## src/rtl/fmul_arb_if.sv

```systemverilog
// Bundles the two requester channels, the multiplier handshake and the result
// channel of the fmul_arb multiplier front-end.
interface fmul_arb_if;
  logic        a_valid;
  logic        a_ready;
  logic [31:0] a_x;
  logic [31:0] a_y;
  logic        b_valid;
  logic        b_ready;
  logic [31:0] b_x;
  logic [31:0] b_y;
  logic        mul_req;
  logic [31:0] mul_x;
  logic [31:0] mul_y;
  logic [31:0] mul_rslt;
  logic [4:0]  mul_flag;
  logic        o_valid;
  logic        o_ready;
  logic [31:0] o_rslt;
  logic [4:0]  o_flag;
  logic        o_src;

  modport slave (
    input  a_valid, a_x, a_y, b_valid, b_x, b_y, mul_rslt, mul_flag, o_ready,
    output a_ready, b_ready, mul_req, mul_x, mul_y, o_valid, o_rslt, o_flag, o_src
  );

  modport master (
    output a_valid, a_x, a_y, b_valid, b_x, b_y, mul_rslt, mul_flag, o_ready,
    input  a_ready, b_ready, mul_req, mul_x, mul_y, o_valid, o_rslt, o_flag, o_src
  );
endinterface

```

## src/rtl/fmul_arb.sv

```systemverilog
// Round-robin front-end sharing one fixed-latency FP multiplier between two
// requesters; one operation in flight, result held until the consumer takes it.
module fmul_arb #(
  parameter int LAT = 6
) (
  input  logic        clk,
  input  logic        reset,
  fmul_arb_if.slave   bus
);

  localparam logic [1:0] IDLE  = 2'd0;
  localparam logic [1:0] ISSUE = 2'd1;
  localparam logic [1:0] WAIT  = 2'd2;
  localparam logic [1:0] HOLD  = 2'd3;

  logic [1:0]  state_q, state_d;
  logic [3:0]  cnt_q, cnt_d;
  logic        last_q, last_d;   // 1 = B was granted last
  logic        src_q, src_d;
  logic [31:0] mx_q, mx_d;
  logic [31:0] my_q, my_d;
  logic [31:0] rslt_q, rslt_d;
  logic [4:0]  flag_q, flag_d;
  logic        osrc_q, osrc_d;
  logic        gnt_a, gnt_b;

  always_comb begin
    state_d = state_q;
    cnt_d   = cnt_q;
    last_d  = last_q;
    src_d   = src_q;
    mx_d    = mx_q;
    my_d    = my_q;
    rslt_d  = rslt_q;
    flag_d  = flag_q;
    osrc_d  = osrc_q;
    gnt_a   = 1'b0;
    gnt_b   = 1'b0;
    case (state_q)
      IDLE: begin
        // Grants are suppressed while reset is held so no accept is lost to it.
        if (reset) begin
          gnt_a = bus.a_valid & (~bus.b_valid | last_q);
          gnt_b = bus.b_valid & (~bus.a_valid | ~last_q);
        end
        if (gnt_a | gnt_b) begin
          mx_d    = gnt_b ? bus.b_x : bus.a_x;
          my_d    = gnt_b ? bus.b_y : bus.a_y;
          src_d   = gnt_b;
          last_d  = gnt_b;
          state_d = ISSUE;
        end
      end
      ISSUE: begin
        cnt_d   = 4'(LAT - 1);
        state_d = WAIT;
      end
      WAIT: begin
        if (cnt_q == 4'd0) begin
          rslt_d  = bus.mul_rslt;
          flag_d  = bus.mul_flag;
          osrc_d  = src_q;
          state_d = HOLD;
        end else begin
          cnt_d = cnt_q - 4'd1;
        end
      end
      HOLD: begin
        if (bus.o_ready) state_d = IDLE;
      end
      default: state_d = IDLE;
    endcase
  end

  always_ff @(posedge clk) begin
    if (!reset) begin
      state_q <= IDLE;
      cnt_q   <= 4'd0;
      last_q  <= 1'b1;
      src_q   <= 1'b0;
      mx_q    <= 32'd0;
      my_q    <= 32'd0;
      rslt_q  <= 32'd0;
      flag_q  <= 5'd0;
      osrc_q  <= 1'b0;
    end else begin
      state_q <= state_d;
      cnt_q   <= cnt_d;
      last_q  <= last_d;
      src_q   <= src_d;
      mx_q    <= mx_d;
      my_q    <= my_d;
      rslt_q  <= rslt_d;
      flag_q  <= flag_d;
      osrc_q  <= osrc_d;
    end
  end

  assign bus.a_ready = gnt_a;
  assign bus.b_ready = gnt_b;
  assign bus.mul_req = (state_q == ISSUE);
  assign bus.mul_x   = mx_q;
  assign bus.mul_y   = my_q;
  assign bus.o_valid = (state_q == HOLD);
  assign bus.o_rslt  = rslt_q;
  assign bus.o_flag  = flag_q;
  assign bus.o_src   = osrc_q;

endmodule

```

## src/flat_wrapper.sv

```systemverilog
// flat-port wrapper written by rule: the top's interface ports become plain ports
module fmul_arb_flat 
#(
  parameter int LAT = 6
)
  (clk, reset, bus_a_valid, bus_a_x, bus_a_y, bus_b_valid, bus_b_x, bus_b_y, bus_mul_rslt, bus_mul_flag, bus_o_ready, bus_a_ready, bus_b_ready, bus_mul_req, bus_mul_x, bus_mul_y, bus_o_valid, bus_o_rslt, bus_o_flag, bus_o_src);
  fmul_arb_if bus_i ();
  input  logic clk;
  input  logic reset;
  input wire logic [$bits(bus_i.a_valid)-1:0] bus_a_valid;
  input wire logic [$bits(bus_i.a_x)-1:0] bus_a_x;
  input wire logic [$bits(bus_i.a_y)-1:0] bus_a_y;
  input wire logic [$bits(bus_i.b_valid)-1:0] bus_b_valid;
  input wire logic [$bits(bus_i.b_x)-1:0] bus_b_x;
  input wire logic [$bits(bus_i.b_y)-1:0] bus_b_y;
  input wire logic [$bits(bus_i.mul_rslt)-1:0] bus_mul_rslt;
  input wire logic [$bits(bus_i.mul_flag)-1:0] bus_mul_flag;
  input wire logic [$bits(bus_i.o_ready)-1:0] bus_o_ready;
  output wire logic [$bits(bus_i.a_ready)-1:0] bus_a_ready;
  output wire logic [$bits(bus_i.b_ready)-1:0] bus_b_ready;
  output wire logic [$bits(bus_i.mul_req)-1:0] bus_mul_req;
  output wire logic [$bits(bus_i.mul_x)-1:0] bus_mul_x;
  output wire logic [$bits(bus_i.mul_y)-1:0] bus_mul_y;
  output wire logic [$bits(bus_i.o_valid)-1:0] bus_o_valid;
  output wire logic [$bits(bus_i.o_rslt)-1:0] bus_o_rslt;
  output wire logic [$bits(bus_i.o_flag)-1:0] bus_o_flag;
  output wire logic [$bits(bus_i.o_src)-1:0] bus_o_src;
  assign bus_i.a_valid = bus_a_valid;
  assign bus_i.a_x = bus_a_x;
  assign bus_i.a_y = bus_a_y;
  assign bus_i.b_valid = bus_b_valid;
  assign bus_i.b_x = bus_b_x;
  assign bus_i.b_y = bus_b_y;
  assign bus_i.mul_rslt = bus_mul_rslt;
  assign bus_i.mul_flag = bus_mul_flag;
  assign bus_i.o_ready = bus_o_ready;
  assign bus_a_ready = bus_i.a_ready;
  assign bus_b_ready = bus_i.b_ready;
  assign bus_mul_req = bus_i.mul_req;
  assign bus_mul_x = bus_i.mul_x;
  assign bus_mul_y = bus_i.mul_y;
  assign bus_o_valid = bus_i.o_valid;
  assign bus_o_rslt = bus_i.o_rslt;
  assign bus_o_flag = bus_i.o_flag;
  assign bus_o_src = bus_i.o_src;
  fmul_arb #(.LAT(LAT)) u_core (.clk(clk), .reset(reset), .bus(bus_i));
endmodule
```

## config.mk

```make
export PLATFORM = sky130hd
export DESIGN_NAME = fmul_arb_flat
export DESIGN_NICKNAME = d
export VERILOG_FILES = /design/src/rtl/fmul_arb_if.sv /design/src/rtl/fmul_arb.sv /design/src/flat_wrapper.sv
export SDC_FILE = /design/constraint.sdc
export NUM_CORES = 1
export LEC_CHECK = 0
export CAP_MARGIN = 20
export CORE_UTILIZATION = 35
export CTS_CLUSTER_DIAMETER = 50
export DETAILED_ROUTE_END_ITERATION = 8
export PLACE_DENSITY = 0.84
export SLEW_MARGIN = 20
export SYNTH_ARGS = -nofsm -noshare
export SYNTH_HDL_FRONTEND = slang
export SYNTH_SLANG_ARGS = --single-unit
export TNS_END_PERCENT = 1
```

## constraint.sdc

```tcl
create_clock -name clk -period 1.9 [get_ports clk]
set_input_delay 0.285 -clock clk [delete_from_list [all_inputs] [get_ports clk]]
set_output_delay 0.285 -clock clk [all_outputs]
set_load 0.1 [all_outputs]
```

# Yosys cells after proc, flatten, opt, wreduce, memory -nomap -nowiden
# Index checks and enable logic that the tools add are counted.
# W data, S select, Z words.
# classes
n_addsub	1
eq_ne	7
n_mux	14
bitwise_logic	8
reduce_logical	7
# op_table
op	n
$mux W32	2
$pmux W2 S4	1
$pmux W4 S2	1
$mux W1	6
$mux W2	3
$reduce_and A2 Y1	3
$eq A2 B2 Y1 const B	2
$logic_not A4 Y1	1
$mux W4	1
$ne A2 B1 Y1 const B	2
$ne A2 B2 Y1 const B	2
$sub A4 B1 Y4 const B	1
$not A1 Y1	3
$or A1 B1 Y1	3
$reduce_and A3 Y1	1
$and A1 B1 Y1	2
$eq A2 B1 Y1 const B	1
$logic_not A2 Y1	1
$reduce_bool A2 Y1	1
# totals
ff_bits	110
inputBits	170
word_cells	46

# Longest topological paths before layout
# Gate-level depths: netlist (run 1).
# depth
depth_word	8
ltp_mapped	8
ltp_nobuf	6

# Worst setup path before layout (run 1)
# Ideal clock, no wire load.
# synth_timing
path_type	reg-to-reg
from	register u_core.state_q[0]
to	register u_core.src_q
setup_time_ns	0.214
arrival_ns	2.407
required_time_ns	1.686
setup_slack_ns	-0.720
path_stages_with_launch	6
path_buffers	0
path_cell_list	dfxtp_1 > inv_1 > ha_1 > nand3_1 > a21oi_1 > o22ai_1
# synth_between
elab_chain_cells	2
# synth_rtl
item	line_no	rtl
start: declaration	fmul_arb.sv:16	logic [1:0] state_q, state_d;
start signal: assignment	fmul_arb.sv:87	state_q <= state_d;
$logic_not A2 Y1	fmul_arb.sv:39	case (state_q)
$reduce_and A2 Y1 (no line)	--	
end signal: assignment	fmul_arb.sv:90	src_q <= src_d;
end: declaration	fmul_arb.sv:19	logic src_q, src_d;
# Every way passes these cells.
# A chain may end at the register's enable or synchronous reset.

# Worst setup path after layout (run 1)
# layout_timing
from	register u_core.state_q[0]
to	output bus_a_ready
# layout_between
elab_chain_cells	2
# layout_rtl
item	line_no	rtl
$logic_not A2 Y1	fmul_arb.sv:39	
$mux W1	fmul_arb.sv:39	
end: declaration	flat_wrapper.sv:19	output wire logic [$bits(bus_i.a_ready)-1:0] bus_a_ready;
# Every way passes these cells.

==> results of run 1 <==
[state kept, by name, summed over array words and instances, names as in the netlist]
register           flops
u_core.bus.o_src       1
u_core.cnt_q           4
u_core.bus.mul_y      32
u_core.state_q         2
u_core.bus.o_flag      5
u_core.bus.o_rslt     32
u_core.src_q           1
u_core.last_q          1
u_core.bus.mul_x      32
[layer usage]
layer	track usage, %	routed length, µm
met5	0	0
met4	8.101	315
met1	20.74	5124
met2	31.12	6192
met3	4.995	1006
[worst max-delay path: stages (launching register included)]
cell	delay, ps
dfxtp_1	350
inv_1	130
ha_4	190
nand3_1	120
a21oi_4	190
buf_12	200
[through the flow]
step	power [µW]	hold slack, ps	setup WS [ps]	utilization, %
after floorplan	7982	419.9	-31.74	-
after global placement	9486	441.5	157.3	57.53
after detailed placement	9550	446.5	135.8	57.53
after CTS	11410	229.2	26.97	59.80
after global routing	11890	244.4	-6.286	59.97
final	11340	242.4	90.59	59.97
[placed cells by master, fill, tap and decap left out, types with 2 or more instances in the layout]
| cell | synthesis | final |
|---|---|---|
| nand2_1 | 84 | 84 |
| a21boi_0 | 19 | 19 |
| o21ai_0 | 70 | 70 |
| clkinv_2 | 0 | 2 |
| clkdlybuf4s50_1 | 0 | 168 |
| clkbuf_8 | 0 | 3 |
| inv_1 | 6 | 6 |
| clkbuf_16 | 0 | 9 |
| nor2b_1 | 3 | 3 |
| mux2i_1 | 66 | 66 |
| buf_4 | 7 | 105 |
| buf_12 | 0 | 11 |
| a21oi_1 | 69 | 68 |
| ha_1 | 6 | 5 |
| dfxtp_1 | 110 | 110 |
| or3b_1 | 2 | 2 |
| a21boi_1 | 21 | 21 |
[cells by family (layout without fill, tap and decap cells)]
kind of cell / after synthesis / count (layout) / synth area share, %
compound gates: 182 / 182 / 21.99
flops: 110 / 110 / 47.54
simple gates: 100 / 100 / 9.238
mux: 66 / 66 / 14.26
buf+inv: 48 / 307 / 5.348
fa+ha+maj: 6 / 6 / 1.621
[Yosys cell counts (all sizes together), types with 2 or more instances]
master | instances | area share [%]
dfxtp | 110 | 48
nand2 | 84 | 6.8
o21ai | 70 | 7.6
a21oi | 69 | 7.5
mux2i | 66 | 14
a21boi | 40 | 6.5
clkbuf | 22 | 1.8
buf | 20 | 3.1
ha | 6 | 1.6
inv | 6 | 0.49
nor2b | 3 | 0.41
nand3 | 2 | 0.22
nor2 | 2 | 0.16
or3b | 2 | 0.38
[power by group through the flow]
stage | combinational [µW] | clock, µW | sequential, µW
floorplan | 1500 | 0 | 6480
global placement | 6330 | 0 | 3150
detailed placement | 6390 | 0 | 3160
CTS | 6400 | 1890 | 3130
global route | 6700 | 1990 | 3190
finish | 6390 | 1830 | 3120
[worst max path at each step]
| stage | depth (start not counted) | to | start |
|---|---|---|---|
| after floorplan | 5 | u_core.src_q$_SDFFE_PN0P_ | u_core.state_q[0]$_SDFFE_PN0P_ |
| after global placement | 6 | bus_b_ready | bus_a_valid |
| after detailed placement | 6 | u_core.bus.mul_y[24]$_SDFFE_PN0P_ | bus_b_valid |
| after CTS | 5 | bus_a_ready | u_core.state_q[0]$_SDFFE_PN0P_ |
| after global routing | 5 | bus_a_ready | u_core.state_q[1]$_SDFFE_PN0P_ |
| final | 5 | bus_a_ready | u_core.state_q[0]$_SDFFE_PN0P_ |
[layout make-up]
class / count / area share (%)
Tap cell: 172 / 2.810
Sequential cell: 110 / 28.75
Clock buffer: 13 / 3.528
Timing Repair Buffer: 285 / 35.18
Inverter: 6 / 0.2940
Clock inverter: 3 / 0.2287
Multi-Input combinational cell: 354 / 29.21
==> impl_metrics.tcl, run 1 <==
set metrics [dict create \
    status "complete, no violations" \
    finalClockSkew_ps 8.182 \
    slew_headroom_pct 68.23 \
    min_from "reset" \
    arrival_ps 1520 \
    grt_max_degree 89 \
    required_ps 1620 \
    antenna_found_initial 0 \
    p_per_area_nw_per_um2 1481 \
    tightest_slew_ps 471.5 \
    dp_cells 927 \
    synth-seq-cells 110 \
    cts_resized 1 \
    initial_core_util_pct 36.26 \
    r2r_cells 6 \
    vias 4463 \
    drc 0 \
    syn_inst 512 \
    async_flop_share_pct 0 \
    core_area_um2 12770 \
    hold_path_end "u_core.last_q$_SDFFE_PN1P_" \
    dp_hpwl_um 9212 \
    r2r-start "u_core.state_q[0]$_SDFFE_PN0P_" \
    ys_seq_area_share_pct 47.54 \
    tns_ps 0 \
    fin_crit_sh_pct 95.23 \
    numCtsBuffers 9 \
    synth_area_um2 4632 \
    grt_first_pass_wirelength_um 19060 \
    fin_crit_ps 1809 \
    synth.net_count 688 \
    drtIter0Drc 140 \
    drive_gt1_share_pct 18.03 \
    cap_viol_max_count 0 \
    area_growth_pct 65.37 \
    intPower_uw 5457 \
    end_kind "output pin" \
    cts-hold-fix-buffers 0 \
    clk_latency_ps 340 \
    min_path_type "primary input to flop" \
    num_antenna_cells 0 \
    io_buffers 275 \
    final_cells 943 \
    die_w_um 117.0 \
    max_freq_mhz 552.7 \
    ioPinCount 276 \
    postCtsSetupBuffers 0 \
    drv_slew 0 \
    placed_area_um2 7348 \
    synth_edf_count 0 \
    setup_viol 0 \
    root_buffer "clkbuf_16" \
    yosysWarnings 0 \
    worstSetupPathType "flop to output pin" \
    nets 942 \
    grt_usage_pct 18.01 \
    cts_tree "built" \
    dr.pass1.iters 6 \
    hold_viol_final 0 \
    multi_input_area_um2 2237 \
    syn_area_per_cell_um2 9.047 \
    wl_um 12640 \
    clockBufferDepth 2 \
    hold_depth 2 \
    avgViaCountPerCell 4.733 \
    r2r-end "u_core.bus.o_rslt[11]$_SDFFE_PN0P_" \
    synth-main-ff-cell "dfxtp_1" \
    htreeDepth 3 \
    rows 41 \
    crit_fanout 7 \
    startpoint_type "flop" \
    first_global_vias 4028 \
    gp_congestion 0.7885 \
    cellLeakagePower_uw 0.003413 \
    overflow 0 \
    vdd_drop_max_mv 1.053 \
    design_area_um2 7660 \
    fillCellCount 1088 \
    clk_pin_slew_ps 70 \
    die_y_um 117.0 \
    detail-route-antenna-nets 0 \
    clkPwrFrac_pct 16.1 \
    register_area_um2 2202 \
    combPwrFrac_pct 56.4 \
    avgRoutedWirePerCell_um 13.40 \
    rrSetupSlack_ps 210 \
    fp.dieArea_um2 13700 \
    power_frac_seq_pct 27.5 \
    switching_share_pct 51.88 \
    clock_sinks 110 \
    power_switching_uw 5884 \
    yosys.cell_types.count 27 \
]
No activity file was read; power rests on OpenSTA's default activity.
==> run 2: changes to the inputs <==
--- a/config.mk
+++ b/config.mk
@@ -6,6 +6,7 @@
 export NUM_CORES = 1
 export LEC_CHECK = 0
 export CAP_MARGIN = 20
+export CORE_ASPECT_RATIO = 1.75
 export CORE_UTILIZATION = 35
 export CTS_CLUSTER_DIAMETER = 50
 export DETAILED_ROUTE_END_ITERATION = 8
==> run 2 against run 1 <==
Compared with the run above: register-to-register slack improved by 50 ps; sequential power about the same; first-iteration DRC count up 1.4%; global-route usage is 1.2 points higher; critical endpoint unchanged; total power increased by 0.39%; highest routed layer unchanged; clock power is essentially flat.
==> impl_metrics.tcl, run 2 (synthesized netlist as in run 1, its figures left out) <==
set metrics [dict create \
    core_area_um2 12940 \
    area_growth_pct 65.94 \
    postCtsSetupBuffers 0 \
    ioPinCount 276 \
    drive_gt1_share_pct 18.79 \
    p_per_area_nw_per_um2 1481 \
    cts_tree "built" \
    slew_headroom_pct 69.46 \
    fin_crit_ps 1795 \
    required_ps 1620 \
    min_path_type "primary input to flop" \
    grt_first_pass_wirelength_um 20400 \
    drtIter0Drc 142 \
    root_buffer "clkbuf_16" \
    cellLeakagePower_uw 0.003431 \
    dr.pass1.iters 4 \
    tightest_slew_ps 453.3 \
    layout_common_cells "clkdlybuf4s50_1, buf_4, dfxtp_1" \
    critical-path-max-stage-delay_ps 340 \
    dp_hpwl_um 10070 \
    r2r_cells 7 \
    path_cells "inv_1 > ha_4 > nand3_1 > a21oi_2 > buf_12" \
    arrival_ps 1510 \
    wl_um 13490 \
    detail-route-antenna-nets 0 \
    first_global_vias 4294 \
    die_y_um 154.2 \
    clock_sinks 110 \
    fp.dieArea_um2 13720 \
    cts-hold-fix-buffers 0 \
    antenna_found_initial 0 \
    max_freq_mhz 557.0 \
    overflow 0 \
    hold_viol_final 0 \
    setup_viol 0 \
    avgRoutedWirePerCell_um 14.23 \
    grt_max_degree 57 \
    startpoint_type "flop" \
    rsz0062_at_grt "no" \
    layout_commonest_cell "clkdlybuf4s50_1" \
    num_antenna_cells 0 \
    cp_slowest_cell "dfxtp_1" \
    fin_crit_sh_pct 94.50 \
    vdd_drop_max_mv 0.8608 \
    htreeDepth 3 \
    vias 4554 \
    grt_usage_pct 19.25 \
    clk_latency_ps 350 \
    final_cells 948 \
    cap_viol_max_count 0 \
    status "complete, no violations" \
    worstSetupPathType "flop to output pin" \
    dp_cells 932 \
    avgViaCountPerCell 4.804 \
    clockBufferDepth 2 \
    finalClockSkew_ps 12.34 \
    rows 55 \
    drv_slew 0 \
    numCtsBuffers 9 \
    initial_core_util_pct 35.80 \
    tns_ps 0 \
    nets 948 \
    crit_fanout 7 \
    io_buffers 275 \
    drc 0 \
    end_kind "output pin" \
    hold_depth 2 \
    clk_pin_slew_ps 70 \
    gp_congestion 0.8268 \
    die_w_um 88.96 \
]
-- run 2: path summary, 6_finish.rpt --
| kind | endpoint | slack (ps) | startpoint |
|---|---|---|---|
| setup / recovery | bus_a_ready | 100 | u_core.state_q[0]$_SDFFE_PN0P_ |
| hold / removal | u_core.last_q$_SDFFE_PN1P_ | 240 | reset |
| setup reg to reg | u_core.bus.o_rslt[4]$_SDFFE_PN0P_ | 260 | u_core.cnt_q[0]$_SDFFE_PN0P_ |
| hold reg to reg | u_core.bus.o_rslt[29]$_SDFFE_PN0P_ | 450 | u_core.bus.o_rslt[29]$_SDFFE_PN0P_ |
-- run 2: timing repair --
item	4_1_cts	5_1_grt
gates resized for setup	1	1
cloned	0	0
endpoints found under the setup margin	1	1
-- run 2: cell type report --
class                           instances  area, µm²
Fill cell                            1145       5251
Clock buffer                           11      252.7
Multi-Input combinational cell        354       2226
Inverter                                6      22.52
Tap cell                              171      214.0
Timing Repair Buffer                  291       2728
Sequential cell                       110       2202
Clock inverter                          5      41.29
-- run 2: per-layer routing --
metal  share of wire, %  up-vias  GRT usage, %
met5                  0        -             0
met4                4.1        0         10.13
met3                6.5       36         4.429
met2                 51      182         34.54
met1                 38     2035         20.24
li1                   -     2301             -
-- run 2: through the flow --
step	worst slack (ps)	util (%)	total power, µW	hold slack, ps	instance area [µm²]
floorplan	-31.74	-	7982	419.9	4643
global placement	164.7	57.04	9518	440.8	7380
detailed placement	133.0	57.04	9579	445.5	7380
CTS	34.30	59.33	11460	217.9	7676
global route	16.27	59.41	11910	223.1	7686
finish	104.6	59.41	11380	237.8	7686
-- run 2: critical path: cells and delay by family, from the launching register on --
family / cells / cell delay (ps)
buf+inv: 2 / 350
flops: 1 / 340
compound gates: 1 / 200
fa+ha+maj: 1 / 190
simple gates: 1 / 90
-- run 2: power breakdown --
part           switching (µW)  total, µW  internal, µW  leakage, µW
Combinational            4790       6430          1640      0.00239
Clock                     864       1840           972     0.000138
Sequential                284       3120          2840     0.000901
Total                    5940      11400          5450      0.00343
